## src/rtl/pll_drp_reconfig.sv

```systemverilog
// ----------------------------------------------------------------------------
// pll_drp_reconfig
//
// DRP initiator that changes one PLLE2 output divider at run time.  A divide
// request is latched on acceptance.  The PLL is held in reset while
// ClkReg1/ClkReg2 of the selected output are read-modify-written.  Reset is
// then released and the block waits for LOCKED.
//
// Ports
//   dclk        in   1   DRP clock, all logic on the rising edge
//   rst_n       in   1   asynchronous active-low reset
//   req_valid   in   1   request valid
//   req_ready   out  1   high only while idle; accept on valid & ready
//   req_sel     in   3   0-5 = CLKOUT0-5, 6 = CLKFBOUT, 7 = illegal
//   req_divide  in   7   new divide value 1..64 (0 or >64 illegal)
//   busy        out  1   acceptance through the done/err cycle inclusive
//   done        out  1   1-cycle pulse, reconfiguration finished and locked
//   err         out  1   1-cycle pulse, illegal request or timeout
//   daddr       out  7   DRP address
//   den         out  1   DRP enable, one cycle per access
//   dwe         out  1   DRP write enable, only with den
//   di          out  16  DRP write data
//   drp_do      in   16  DRP read data, valid with drdy
//   drdy        in   1   DRP access complete
//   pll_rst     out  1   PLL reset
//   locked      in   1   PLL locked
// ----------------------------------------------------------------------------
module pll_drp_reconfig #(
  parameter int DRDY_TIMEOUT = 64,
  parameter int LOCK_TIMEOUT = 4096,
  parameter int RST_HOLD     = 4
) (
  input  logic        dclk,
  input  logic        rst_n,
  input  logic        req_valid,
  output logic        req_ready,
  input  logic [2:0]  req_sel,
  input  logic [6:0]  req_divide,
  output logic        busy,
  output logic        done,
  output logic        err,
  output logic [6:0]  daddr,
  output logic        den,
  output logic        dwe,
  output logic [15:0] di,
  input  logic [15:0] drp_do,
  input  logic        drdy,
  output logic        pll_rst,
  input  logic        locked
);

  // One counter serves the hold time, DRDY timeout and lock timeout, since
  // they are never active at the same time.
  localparam int MAX_A = (LOCK_TIMEOUT > DRDY_TIMEOUT) ? LOCK_TIMEOUT : DRDY_TIMEOUT;
  localparam int MAX_T = (MAX_A > RST_HOLD) ? MAX_A : RST_HOLD;
  localparam int CW    = $clog2(MAX_T + 1);

  localparam logic [CW-1:0] HOLD_LAST = CW'(RST_HOLD - 1);
  localparam logic [CW-1:0] DRDY_LAST = CW'(DRDY_TIMEOUT - 1);
  localparam logic [CW-1:0] LOCK_LAST = CW'(LOCK_TIMEOUT - 1);

  typedef enum logic [3:0] {
    S_IDLE,
    S_HOLD,
    S_RD1,
    S_W_RD1,
    S_WR1,
    S_W_WR1,
    S_RD2,
    S_W_RD2,
    S_WR2,
    S_W_WR2,
    S_LOCKW,
    S_DONE,
    S_ERR
  } state_t;

  state_t          state_reg, state_next;
  logic [CW-1:0]   cnt_reg, cnt_next;
  logic [2:0]      sel_reg;
  logic [6:0]      div_reg;
  // Only the read bits that survive the modify step are kept:
  // {DO[15:8], DO[5:0]}.
  logic [13:0]     rdata_reg;

  logic            req_legal;
  logic [5:0]      enc_high;
  logic [5:0]      enc_low;
  logic            enc_edge;
  logic            enc_nocount;
  logic [6:0]      reg1_addr;
  logic [6:0]      reg2_addr;
  logic [15:0]     rmw1;
  logic [15:0]     rmw2;

  assign req_legal = (req_sel != 3'd7) && (req_divide != 7'd0) && (req_divide <= 7'd64);

  // --------------------------------------------------------------------------
  // Divider encoding of the latched request.  Divide-by-1 is a bypass
  // (NO_COUNT) with a nominal 1/1 count.  For 64 the high half is 32, which
  // still fits in six bits.
  // --------------------------------------------------------------------------
  always_comb begin
    if (div_reg == 7'd1) begin
      enc_high    = 6'd1;
      enc_low     = 6'd1;
      enc_edge    = 1'b0;
      enc_nocount = 1'b1;
    end else begin
      enc_high    = div_reg[6:1];
      enc_low     = 6'(div_reg - {1'b0, div_reg[6:1]});
      enc_edge    = div_reg[0];
      enc_nocount = 1'b0;
    end
  end

  // ClkReg1 address of each output; ClkReg2 always follows at +1.
  always_comb begin
    case (sel_reg)
      3'd0:    reg1_addr = 7'h08;
      3'd1:    reg1_addr = 7'h0A;
      3'd2:    reg1_addr = 7'h0C;
      3'd3:    reg1_addr = 7'h0E;
      3'd4:    reg1_addr = 7'h10;
      3'd5:    reg1_addr = 7'h06;
      3'd6:    reg1_addr = 7'h14;
      default: reg1_addr = 7'h00;
    endcase
  end

  assign reg2_addr = reg1_addr | 7'h01;

  // Keep the phase/mux bits read back, replace only the count fields.
  assign rmw1 = {rdata_reg[13:10], enc_high, enc_low};
  assign rmw2 = {rdata_reg[13:6], enc_edge, enc_nocount, rdata_reg[5:0]};

  // --------------------------------------------------------------------------
  // State register
  // --------------------------------------------------------------------------
  always_ff @(posedge dclk or negedge rst_n) begin
    if (!rst_n) begin
      state_reg <= S_IDLE;
      cnt_reg   <= '0;
    end else begin
      state_reg <= state_next;
      cnt_reg   <= cnt_next;
    end
  end

  // Request latch and read-data capture
  always_ff @(posedge dclk or negedge rst_n) begin
    if (!rst_n) begin
      sel_reg   <= '0;
      div_reg   <= '0;
      rdata_reg <= '0;
    end else begin
      if (state_reg == S_IDLE && req_valid) begin
        sel_reg <= req_sel;
        div_reg <= req_divide;
      end
      if ((state_reg == S_W_RD1 || state_reg == S_W_RD2) && drdy) begin
        rdata_reg <= {drp_do[15:8], drp_do[5:0]};
      end
    end
  end

  // --------------------------------------------------------------------------
  // Next-state logic.  In the access states the counter is loaded with 1 so
  // that in a wait state it equals the number of cycles since DEN; giving up
  // at DRDY_TIMEOUT-1 puts the ERR pulse exactly DRDY_TIMEOUT cycles after
  // DEN.  In LOCKW the counter equals the cycles since reset release, and a
  // zero count masks LOCKED during the first LOCKW cycle.
  // --------------------------------------------------------------------------
  always_comb begin
    state_next = state_reg;
    cnt_next   = cnt_reg;
    case (state_reg)
      S_IDLE: begin
        cnt_next = '0;
        if (req_valid) begin
          state_next = req_legal ? S_HOLD : S_ERR;
        end
      end
      S_HOLD: begin
        if (cnt_reg == HOLD_LAST) begin
          state_next = S_RD1;
          cnt_next   = '0;
        end else begin
          cnt_next = cnt_reg + 1'b1;
        end
      end
      S_RD1: begin
        state_next = S_W_RD1;
        cnt_next   = CW'(1);
      end
      S_WR1: begin
        state_next = S_W_WR1;
        cnt_next   = CW'(1);
      end
      S_RD2: begin
        state_next = S_W_RD2;
        cnt_next   = CW'(1);
      end
      S_WR2: begin
        state_next = S_W_WR2;
        cnt_next   = CW'(1);
      end
      S_W_RD1, S_W_WR1, S_W_RD2, S_W_WR2: begin
        if (drdy) begin
          cnt_next = '0;
          case (state_reg)
            S_W_RD1: state_next = S_WR1;
            S_W_WR1: state_next = S_RD2;
            S_W_RD2: state_next = S_WR2;
            default: state_next = S_LOCKW;
          endcase
        end else if (cnt_reg == DRDY_LAST) begin
          state_next = S_ERR;
          cnt_next   = '0;
        end else begin
          cnt_next = cnt_reg + 1'b1;
        end
      end
      S_LOCKW: begin
        if (cnt_reg != '0 && locked) begin
          state_next = S_DONE;
          cnt_next   = '0;
        end else if (cnt_reg == LOCK_LAST) begin
          state_next = S_ERR;
          cnt_next   = '0;
        end else begin
          cnt_next = cnt_reg + 1'b1;
        end
      end
      S_DONE: begin
        state_next = S_IDLE;
        cnt_next   = '0;
      end
      S_ERR: begin
        state_next = S_IDLE;
        cnt_next   = '0;
      end
      default: begin
        state_next = S_IDLE;
        cnt_next   = '0;
      end
    endcase
  end

  // --------------------------------------------------------------------------
  // Outputs, decoded from the registered state only, so an async reset puts
  // every output back to its idle value at once.  The PLL stays in reset from
  // HOLD through the last write; it is released on entry to LOCKW, or when an
  // error aborts the sequence.
  // --------------------------------------------------------------------------
  always_comb begin
    req_ready = 1'b0;
    busy      = 1'b1;
    done      = 1'b0;
    err       = 1'b0;
    daddr     = 7'h00;
    den       = 1'b0;
    dwe       = 1'b0;
    di        = 16'h0000;
    pll_rst   = 1'b0;
    case (state_reg)
      S_IDLE: begin
        req_ready = 1'b1;
        busy      = 1'b0;
      end
      S_HOLD: begin
        pll_rst = 1'b1;
      end
      S_RD1: begin
        pll_rst = 1'b1;
        den     = 1'b1;
        daddr   = reg1_addr;
      end
      S_WR1: begin
        pll_rst = 1'b1;
        den     = 1'b1;
        dwe     = 1'b1;
        daddr   = reg1_addr;
        di      = rmw1;
      end
      S_RD2: begin
        pll_rst = 1'b1;
        den     = 1'b1;
        daddr   = reg2_addr;
      end
      S_WR2: begin
        pll_rst = 1'b1;
        den     = 1'b1;
        dwe     = 1'b1;
        daddr   = reg2_addr;
        di      = rmw2;
      end
      S_W_RD1, S_W_WR1, S_W_RD2, S_W_WR2: begin
        pll_rst = 1'b1;
      end
      S_DONE: begin
        done = 1'b1;
      end
      S_ERR: begin
        err = 1'b1;
      end
      default: begin
      end
    endcase
  end

endmodule

```

## config.mk

```make
export PLATFORM = sky130hd
export DESIGN_NAME = pll_drp_reconfig
export DESIGN_NICKNAME = d
export VERILOG_FILES = /design/src/rtl/pll_drp_reconfig.sv
export SDC_FILE = /design/constraint.sdc
export NUM_CORES = 1
export LEC_CHECK = 0
export BUFFER_PORTS_ARGS = -buffer_cell sky130_fd_sc_hd__buf_2
export CAP_MARGIN = 20
export CORE_MARGIN = 8
export CORE_UTILIZATION = 30
export CTS_BUF_LIST = sky130_fd_sc_hd__clkbuf_8
export CTS_CLUSTER_DIAMETER = 80
export CTS_CLUSTER_SIZE = 16
export DETAILED_ROUTE_END_ITERATION = 16
export PLACE_DENSITY_LB_ADDON = 0.08
export SLEW_MARGIN = 20
export SYNTH_ARGS = -nofsm -noshare
export SYNTH_HDL_FRONTEND = slang
export SYNTH_SLANG_ARGS = --single-unit
```

## constraint.sdc

```tcl
create_clock -name dclk -period 5.1 [get_ports dclk]
set_clock_uncertainty 0.05 [all_clocks]
set_input_delay 0.765 -clock dclk [delete_from_list [all_inputs] [get_ports dclk]]
set_output_delay 0.765 -clock dclk [all_outputs]
set_load 0.005 [all_outputs]
```

# Yosys cells after proc, flatten, opt, wreduce, memory -nomap -nowiden
# Index checks and enable logic that the tools add are counted.
# word_totals
ff_bits	41
output_inout_bits	30
# op_classes
addsub	2
n_lt_le_gt_ge	1
eq_ne	27
mux	29
n_reduce_logical	17
# ops
cell	count
2-to-1 mux 13 bit	5
one-hot mux 13 bit (4 select lines)	1
one-hot mux 5 bit (7 select lines)	1
one-hot mux 16 bit (2 select lines)	1
one-hot mux 4 bit (8 select lines)	1
2-to-1 mux 4 bit	7
== test 4 bit (second input constant)	5
== test 4 x 3 -> 1 bit (second input constant)	4
one-hot mux 7 bit (2 select lines)	1
adder 13 x 1 -> 13 bit (second input constant)	1
== test 13 x 12 -> 1 bit (second input constant)	1
== test 13 x 2 -> 1 bit (second input constant)	1
== test 13 x 6 -> 1 bit (second input constant)	1
nonzero test 13 bit	1
2-to-1 mux 6 bit	2
one-hot mux 4 bit (3 select lines)	1
== test 3 bit (second input constant)	3
2-to-1 mux 1 bit	9
!= test 3 bit (second input constant)	3
OR reduction 9 bit	1
== test 4 x 2 -> 1 bit (second input constant)	2
OR reduction 4 bit	2
== test 7 x 1 -> 1 bit (second input constant)	1
less-or-equal comparator 7 bit (second input constant)	1
12 further kinds	20

# Depth between registers and ports, before layout
# Gate-level depths: netlist (run 1).
# depth
word_depth	6
mapped_depth	9
ltp_nobuf	8

# Least setup slack after synthesis (run 1)
# Ideal clock, no wire load.
# synth_path
kind	register to output
start	register div_reg[1]
end	output di[4]
t_arrival_ps	1618
t_required_ps	4285
path_slack_ps	2667
path_stages_with_launch	8
cell_sequence	dfrtp_1 > ha_1 > inv_1 > fa_1 > a21o_1 > a21oi_1 > xnor2_1 > a22o_1
# synth_via
elab_chain_cells	3
elab_cells_between_ends	4
cone_classes	1 x add/sub; 1 x eq/ne; 2 x mux
# synth_rtl
element	line	text
from (decl)	81	logic [6:0] div_reg;
from (signal assigned)	159	div_reg <= req_divide;
subtractor 6 bit or == test 7 x 1 -> 1 bit (tied branches)	111, 104	
2-to-1 mux 6 bit *	104	if (div_reg == 7'd1) begin
one-hot mux 16 bit (2 select lines) *	266	case (state_reg)
to (decl)	45	output logic [15:0] di,
# Every way passes the cells marked *; elsewhere a longest branch is shown, timed or not.

# Final worst setup path (run 1)
# Ends and elaborated chain as after synthesis.

==> results of run 1 <==
logic make-up after synthesis:
logic type | share of synthesized area
buf+inv | 0.0563
compound gates | 0.119
other cells | 0.00147
fa+ha+maj | 0.0647
mux | 0.110
simple gates | 0.192
flops | 0.402
xor+xnor | 0.0549
power breakdown:
group	switching (W)	leakage, nW	internal (W)
combinational	0.000438	0.830	0.000417
sequential	0.000140	0.516	0.000448
clock	0.000123	0.0439	0.0000947
how the worst max path moves through the flow:
stage | from | endpoint | slack, ns
2_1_floorplan | div_reg[1]$_DFFE_PN0P_ | di[4] | 2.67
3_3_place_gp | div_reg[1]$_DFFE_PN0P_ | di[4] | 2.42
3_5_place_dp | div_reg[1]$_DFFE_PN0P_ | di[4] | 2.41
4_1_cts | div_reg[1]$_DFFE_PN0P_ | di[4] | 2.06
5_1_grt | div_reg[1]$_DFFE_PN0P_ | di[4] | 1.92
6_report | div_reg[1]$_DFFE_PN0P_ | di[4] | 2.08
per-layer routing:
layer | wire length [microns] | up-vias | share of wire
met4 | 58 | 0 | 0.0091
met2 | 3040 | 31 | 0.48
met3 | 312 | 5 | 0.049
met5 | 0 | - | 0
li1 | - | 997 | -
met1 | 2990 | 975 | 0.47
worst reg2reg max path: cells and delay by family, from the launching register on:
family,cells,cell delay [ns]
flops,1,0.41
fa+ha+maj,1,0.26
compound gates,2,0.52
simple gates,3,1.06
through the flow:
step           setup WS [ns]  instances
2_1_floorplan           2.67        255
3_3_place_gp            2.42        406
3_5_place_dp            2.41        406
4_1_cts                 2.06        414
5_1_grt                 1.92        414
6_report                2.08        414
cell usage after synthesis (all sizes together), types with 2 or more instances:
master,number
clkbuf,2
nor4,4
and2,7
nor2b,6
nand2,14
a21o,3
a31oi,4
inv,18
nand3,10
o21ai,5
and3,4
nor3,6
o31a,2
nand4,5
ha,10
a21oi,9
a22oi,2
dfrtp,41
nor2,26
o21a,2
mux2,24
a211oi,2
buf,8
a22o,7
maj3,2
and4,2
a32oi,2
xnor2,8
xor2,8
final cells by class:
class / instances / area share
flip-flops and latches: 41 / 0.344
well taps: 105 / 0.0441
inverters: 18 / 0.0227
clock buffers: 5 / 0.0231
clock inverters: 3 / 0.00587
multi-input cells: 186 / 0.465
repair buffers: 56 / 0.0948
==> metrics.csv, run 1 <==
stage;metric;value;unit
timing;setup total negative slack;0;ns
cts;post_cts resized;0;
synth;YS warnings;0;
cts;clk sinks;41;
floorplan;core area;8220;sq um
setup_path;Levels on crit path;8;
route;final antenna-violating net count;0;
cts;htree depth;2;
final_layout;most frequent cells in the layout;buf_2 (55), dfrtp_1 (41), nor2_1 (25);
synth;synthesized instance count;254;
route;drt wl/cell;15.5;microns
setup_path;critical path's slowest cell;dfrtp_1;
placement;GP Congestion;0.748;
grt;vias in the first global route;2135;
timing;fin. max-slew vios;0;
placement;DP Area;2890;sq um
final_layout;final core occ;0.363;
pwr;Total Power;0.00166;W
pwr;PD cells;557;nW/um^2
cts;CTS root buffer;clkbuf_8;
route;# DRC;0;
timing;RSZ-0062 raised after global routing;false;
setup_path;Reg-to-Reg End;state_reg[2]$_DFFE_PN0P_;
synth;post-synth top area cell;dfrtp_1;
floorplan;row count;33;
cts;CTS tree;yes;
synth;Seq/Total Area, Yosys;0.402;
timing;worst hold slack;0.401;ns
route;Vias/cell;4.85;
floorplan;effective utilization at floorplan;0.311;
setup_path;worst flop-to-flop path startpoint;cnt_reg[0]$_DFF_PN0_;
cts;clk slew on worst S/H paths;0.08;ns
placement;Post-DP HPWL;4850;microns
timing;Period Utilization, post-route;0.592;
timing;worst slew pin tran;0.759;ns
job;max_cap viols;0;
cts;Num CTS Buffers;5;
final_layout;share of cells above drive strength 1;0.311;
setup_path;Crit Path Max Fanout;6;
final_layout;Final #Nets;350;
grt;GR Layer Usage met1;0.146;
timing;Period minus WS final;3.02;ns
grt;first-pass GRT wire length;10800;microns
route;First-pass DRT Iterations;4;
setup_path;startpoint types;register;
floorplan;die width;108;microns
grt;antenna violations before repair;0;
setup_path;combined buffer and inverter count along the critical path;2;
setup_path;CP cell instances;ha_1 > inv_1 > fa_1 > a21o_1 > a21oi_1 > xnor2_1 > a22o_1 > buf_2;
synth;Synth Register Bits;41;
final_layout;fin area;2980;sq um
grt;GRT Resource Usage Total;0.115;
setup_path;Max stage delay on crit path;0.49;ns
timing;max_slew headroom;0.493;
run_status;status;finished, final reports clean;
setup_path;element type at the critical path end;output port;
route;WL final;6400;microns
final_layout;multi-input logic area;1390;sq um
route;1st-iter DRT viols;47;
setup_path;R2R setup slack;2.64;ns
final_layout;Fill cells;879;
timing;Final setup viols;0;
route;routed vias;2008;
synth;Synth async-reset ratio;1.00;
final_layout;P&R area growth vs syn;16.8;%
synth;count of flip-flops with a built-in enable after synthesis;0;
timing;Final Hold Viols;0;
floorplan;Die Y;108;microns
timing;FMAX;0.331;GHz
min_path;Hold Crit Class;primary input to asynchronous set/reset pin;
synth;syn avg cell area;10.1;sq um
grt;grt met3 use;0.0274;
cts;Skew-Pair Late Insertion Delay;0.30;ns
final_layout;commonest non-fill, non-tap cell in the layout;buf_2;
placement;buffers added on ports;56;
pwr;VDD IR max;0.000185;V
setup_path;required time worst endpoint;4.28;ns
grt;Remaining Overflow, GRT;0;
final_layout;Storage cell area;1030;sq um
cts;Max clock buf depth;2;
grt;met2 Use GR;0.190;
final_layout;Ant. Diodes;0;
cts;Post-CTS Setup Inserts;0;
grt;most used routing layer;met2;
synth;mapped cell area;2550;sq um
synth;post-synthesis cell type count;48;
cts;cts hold-fix bufs;0;
synth;Yosys top cell area share;0.402;
floorplan;total die area;11700;sq um
setup_path;Worst Path Arrival;2.20;ns
setup_path;R2R cell count;6;
floorplan;num ports;61;
pwr;Leak;1.39;nW
synth;ys flop type;dfrtp_1;
synth;top post-synthesis cells by area;dfrtp_1 (40%), mux2_2 (11%), ha_1 (4.9%);
setup_path;largest delay contributor family on the critical path;adder cells;
setup_path;Setup CP Type;register to output port;
final_layout;max reg flops;14;
grt;largest net degree at the start of global routing;42;
Power figures use the tool's default switching activity.
==> inputs of run 2 (changes only) <==
Clock period 5.1 ns to 2.88 ns, I/O delays scaled along.
==> metrics.csv, run 2 (same netlist as run 1, synthesis figures left out) <==
stage;metric;value;unit
run_status;status;finished, final reports clean;
grt;largest net degree at the start of global routing;42;
grt;met2 Use GR;0.187;
floorplan;total die area;11700;sq um
setup_path;CP cell instances;ha_1 > inv_1 > fa_1 > a21o_1 > a21oi_1 > xnor2_1 > a22o_1 > buf_2;
cts;clk slew on worst S/H paths;0.09;ns
final_layout;share of cells above drive strength 1;0.322;
timing;setup total negative slack;0;ns
route;Vias/cell;4.77;
floorplan;num ports;61;
route;# DRC;0;
route;routed vias;2000;
setup_path;critical path's slowest cell;dfrtp_1;
cts;Post-CTS Setup Inserts;0;
grt;vias in the first global route;2140;
cts;CTS tree;yes;
cts;Num CTS Buffers;5;
grt;most used routing layer;met2;
floorplan;die width;108;microns
pwr;VDD IR max;0.000413;V
floorplan;core area;8220;sq um
floorplan;row count;33;
grt;GRT Resource Usage Total;0.114;
final_layout;Final #Nets;355;
grt;Remaining Overflow, GRT;0;
final_layout;P&R area growth vs syn;18.2;%
timing;FMAX;0.375;GHz
cts;htree depth;2;
setup_path;Max stage delay on crit path;0.48;ns
cts;cts hold-fix bufs;0;
route;final antenna-violating net count;0;
grt;antenna violations before repair;0;
final_layout;final core occ;0.367;
timing;Period minus WS final;2.67;ns
timing;Final setup viols;0;
pwr;Total Power;0.00298;W
final_layout;Ant. Diodes;0;
cts;CTS root buffer;clkbuf_8;
route;First-pass DRT Iterations;4;
placement;DP Area;2930;sq um
grt;first-pass GRT wire length;10800;microns
setup_path;Crit Path Max Fanout;6;
final_layout;Post-Layout Cell Count;419;
setup_path;startpoint types;register;
timing;Final Hold Viols;0;
timing;Period Utilization, post-route;0.926;
route;drt wl/cell;15.1;microns
pwr;Leak;1.41;nW
placement;Post-DP HPWL;4890;microns
placement;buffers added on ports;56;
final_layout;most frequent cells in the layout;buf_2 (55), dfrtp_1 (41), nor2_1 (25);
setup_path;Worst Path Arrival;2.19;ns
floorplan;effective utilization at floorplan;0.311;
final_layout;max reg flops;14;
final_layout;commonest non-fill, non-tap cell in the layout;buf_2;
placement;GP Congestion;0.742;
placement;Placed Instances;411;
setup_path;required time worst endpoint;2.40;ns
pwr;PD cells;986;nW/um^2
timing;RSZ-0062 raised after global routing;false;
timing;worst slew pin tran;0.549;ns
setup_path;element type at the critical path end;output port;
timing;max_slew headroom;0.634;
cts;clk sinks;41;
cts;Max clock buf depth;2;
timing;fin. max-slew vios;0;
min_path;Hold Crit Class;primary input to asynchronous set/reset pin;
grt;GR Layer Usage met1;0.147;
floorplan;Die Y;108;microns
job;max_cap viols;0;
setup_path;Setup CP Type;register to output port;
grt;grt met3 use;0.0274;
route;WL final;6330;microns
cts;post_cts resized;0;
cts;Skew-Pair Late Insertion Delay;0.29;ns
final_layout;fin area;3020;sq um
route;1st-iter DRT viols;127;
## run 2: final cells by class
| cell class | count | area (sq um) |
|---|---|---|
| multi-input cells | 186 | 1390 |
| repair buffers | 61 | 320 |
| inverters | 18 | 67.6 |
| fillers | 881 | 5200 |
| clock buffers | 5 | 68.8 |
| flip-flops and latches | 41 | 1030 |
| clock inverters | 3 | 17.5 |
| well taps | 105 | 131 |
## run 2: power by group
part           leakage [nW]  internal, W  switching [W]  total (W)
Clock                0.0439     0.000168       0.000208   0.000375
Sequential            0.516     0.000794       0.000234    0.00103
Combinational         0.854     0.000777       0.000796    0.00157
Total                  1.41      0.00174        0.00124    0.00298
## run 2: critical path: cells and delay by family (launching register included)
kind | cells | cell delay [ns]
AO/OA/AOI/OAI | 3 | 0.54
XOR/XNOR | 1 | 0.09
buffers and inverters | 2 | 0.17
adder cells (fa/ha/maj) | 2 | 0.62
flip-flops | 1 | 0.48
## run 2: final timing paths
check                           cells past startpoint                         to                       from  slack, ns
worst max-delay path                                8                      di[4]     div_reg[1]$_DFFE_PN0P_       0.21
worst min-delay path                                1     div_reg[5]$_DFFE_PN0P_                      rst_n       0.07
worst max register to register                      7   state_reg[1]$_DFFE_PN0P_       cnt_reg[0]$_DFF_PN0_       0.61
worst min register to register                      1  rdata_reg[12]$_DFFE_PN0P_  rdata_reg[12]$_DFFE_PN0P_       0.45
max in group asynchronous                           1       cnt_reg[6]$_DFF_PN0_                      rst_n       2.33
min in group dclk                                   2   rdata_reg[7]$_DFFE_PN0P_                  drp_do[9]       0.31
## run 2: layer usage
metal  vias up  part of all wire
met4         0            0.0084
met1       954              0.48
met2        35              0.46
met5         -                 0
li1       1006                 -
met3         5             0.050
## run 2: stage by stage
| step | hold slack, ns | setup slack (ns) |
|---|---|---|
| 2_1_floorplan | 0.0864 | 0.780 |
| 3_3_place_gp | 0.432 | 0.531 |
| 3_5_place_dp | 0.435 | 0.534 |
| 4_1_cts | 0.277 | 0.186 |
| 5_1_grt | 0.114 | 0.0215 |
| 6_report | 0.0671 | 0.212 |
==> inputs of run 3 (changes only) <==
Settings changed: ABC_AREA from default to 1.
==> metrics.csv, run 3 <==
stage;metric;value;unit
synth;Yosys top cell area share;0.382;
timing;max_slew headroom;0.632;
synth;Post-Synth Simple-Gate Area;0.261;
cts;clk slew on worst S/H paths;0.08;ns
timing;setup total negative slack;0;ns
final_layout;share of cells above drive strength 1;0.297;
synth;YS warnings;0;
synth;top-count cell post-synth;nand2_1;
floorplan;effective utilization at floorplan;0.308;
synth;Synth Register Bits;41;
floorplan;Die Y;111;microns
timing;worst hold slack;0.0642;ns
pwr;Reg power frac;0.306;
cts;post_cts resized;0;
placement;Post-DP HPWL;5240;microns
synth;XOR/XNOR share of the synthesized area;0.0521;
setup_path;startpoint types;register;
cts;Max clock buf depth;2;
final_layout;Final #Nets;431;
timing;fin. max-slew vios;0;
pwr;VDD IR max;0.000273;V
grt;vias in the first global route;2365;
timing;Final Hold Viols;0;
setup_path;required time worst endpoint;2.40;ns
floorplan;row count;34;
route;First-pass DRT Iterations;4;
pwr;sw power;0.00133;W
setup_path;critical path's slowest cell;fa_1;
floorplan;num ports;61;
route;# DRC;0;
floorplan;total die area;12200;sq um
synth;largest family of logic cells by synthesized area;simple AND/OR/NAND/NOR gates;
route;routed vias;2239;
setup_path;Setup CP Type;register to output port;
grt;antenna violations before repair;0;
synth;Seq/Total Area, Yosys;0.382;
setup_path;Worst Path Arrival;2.09;ns
synth;synthesized instance count;332;
synth;syn avg cell area;8.10;sq um
setup_path;Max stage delay on crit path;0.40;ns
final_layout;max reg flops;14;
placement;buffers added on ports;56;
final_layout;commonest non-fill, non-tap cell in the layout;nand2_1;
pwr;combinational share of power;0.530;
timing;FMAX;0.389;GHz
synth;Synth async-reset ratio;1.00;
synth;ys flop type;dfrtp_1;
route;Vias/cell;4.50;
timing;worst slew pin tran;0.552;ns
route;final antenna-violating net count;0;
final_layout;final core occ;0.364;
cts;CTS root buffer;clkbuf_8;
placement;GP Congestion;0.786;
pwr;net switching fraction of the power;0.442;
setup_path;element type at the critical path end;output port;
synth;Compound-Gate Fraction of Synth Area;0.113;
final_layout;P&R area growth vs syn;18.1;%
cts;clk sinks;41;
floorplan;die width;111;microns
min_path;Hold Crit Class;primary input to asynchronous set/reset pin;
floorplan;core area;8720;sq um
placement;pre-CTS setup slack;0.618;ns
timing;Period minus WS final;2.57;ns
cts;CTS tree;yes;
synth;count of flip-flops with a built-in enable after synthesis;0;
grt;Remaining Overflow, GRT;0;
synth;post-synthesis cell type count;39;
timing;Setup WS post-layout;0.309;ns
setup_path;CP cell instances;inv_1 > ha_1 > inv_1 > fa_1 > a21oi_1 > nor2_1 > nor2_1 > xor2_1 > o21ai_0 > buf_2;
route;1st-iter DRT viols;79;
final_layout;Ant. Diodes;0;
cts;cts hold-fix bufs;0;
grt;first-pass GRT wire length;11500;microns
synth;Synth Area in Adders;0.0540;
pwr;Leak;1.62;nW
timing;RSZ-0062 raised after global routing;false;
synth;top post-synthesis cells by area;dfrtp_1 (38%), nand2_1 (8.8%), nor2_1 (5.6%);
run_status;status;finished, final reports clean;
route;drt wl/cell;13.4;microns
grt;largest net degree at the start of global routing;42;
cts;Num CTS Buffers;5;
cts;htree depth;2;
cts;Post-CTS Setup Inserts;0;
cts;Skew-Pair Late Insertion Delay;0.29;ns
job;max_cap viols;0;
timing;Period Utilization, post-route;0.893;
pwr;PD cells;951;nW/um^2
synth;multiplexer share of the synthesized area;0.0503;
route;WL final;6680;microns
synth;Synth top cells by count;nand2_1 (63), dfrtp_1 (41), nor2_1 (40), inv_1 (38), a21oi_1 (18);
timing;Final setup viols;0;
synth;mapped cell area;2690;sq um
final_layout;most frequent cells in the layout;nand2_1 (63), buf_2 (55), dfrtp_1 (41);
pwr;Clock power frac;0.164;
pwr;Int Pwr;0.00169;W
setup_path;Crit Path Max Fanout;3;
grt;GRT Resource Usage Total;0.111;
synth;post-synth top area cell;dfrtp_1;
run 3: changes by cell type in the layout (fill, tap and decap cells not counted), sizes merged, moves of 6 or more:
cell   previous run  this run
nor2b             6         0
a21oi             9        29
inv              18        47
mux2             24        12
o21ai             5        12
nand3            10        17
nor2             26        48
a22o              7         1
nand2            14        70
and2              7         0
run 3: per-layer routing:
layer  vias up  part of all wire  track usage
li1       1175                 -            -
met1      1006              0.52        0.157
met2        51              0.42        0.161
met3         7             0.052       0.0298
met4         0             0.011       0.0297
met5         -                 0            0
run 3: power groups by stage:
| stage | logic [W] | registers [W] | clock network (W) |
|---|---|---|---|
| after global routing | 0.00185 | 0.000951 | 0.000533 |
| after floorplan | 0.00117 | 0.000894 | 0 |
| after CTS | 0.00164 | 0.000925 | 0.000517 |
| after detailed placement | 0.00163 | 0.000934 | 0 |
| final | 0.00160 | 0.000923 | 0.000495 |
| after global placement | 0.00162 | 0.000934 | 0 |
run 3: cells by family (layout without fill, tap and decap cells):
group	Yosys count	count (layout)
other	1	2
AOI/OAI and AO/OA	48	48
muxes	12	12
DFF	41	41
and+or+nand+nor	149	149
buffers and inverters	54	111
xor gates and xnor gates	16	16
adders and majority gates	11	11
run 3: final timing paths:
check,start,endpoint,slack [ns],depth (start not counted)
worst max-delay path,div_reg[0]$_DFFE_PN0P_,di[4],0.31,10
worst min-delay path,rst_n,rdata_reg[4]$_DFFE_PN0P_,0.06,1
worst max register to register,cnt_reg[0]$_DFF_PN0_,state_reg[2]$_DFFE_PN0P_,0.91,10
worst min register to register,rdata_reg[8]$_DFFE_PN0P_,rdata_reg[8]$_DFFE_PN0P_,0.46,1
max in group asynchronous,rst_n,cnt_reg[11]$_DFF_PN0_,2.33,1
min in group dclk,drp_do[10],rdata_reg[8]$_DFFE_PN0P_,0.30,2
run 3: cell type report:
type	instances	area, sq um
clock buffer	6	82.6
inverter	47	176
fill	933	5550
multi-input combinational	238	1430
clock inverter	2	37.5
sequential	41	1030
timing repair buffer	56	283
tap	108	135
run 3: worst max-delay path, delay by kind of cell, from the launching register on:
kind,cells,cell delay (ns)
buf+inv,3,0.30
simple gates,2,0.17
compound gates,2,0.25
flops,1,0.39
xor+xnor,1,0.15
fa+ha+maj,2,0.55
run 3: through the flow:
stage / area [sq um] / instances / total power [W]
2_1_floorplan: 2690 / 333 / 0.00207
5_1_grt: 3170 / 498 / 0.00334
3_5_place_dp: 3050 / 490 / 0.00256
6_report: 3170 / 498 / 0.00302
3_3_place_gp: 3050 / 490 / 0.00256
4_1_cts: 3170 / 498 / 0.00308
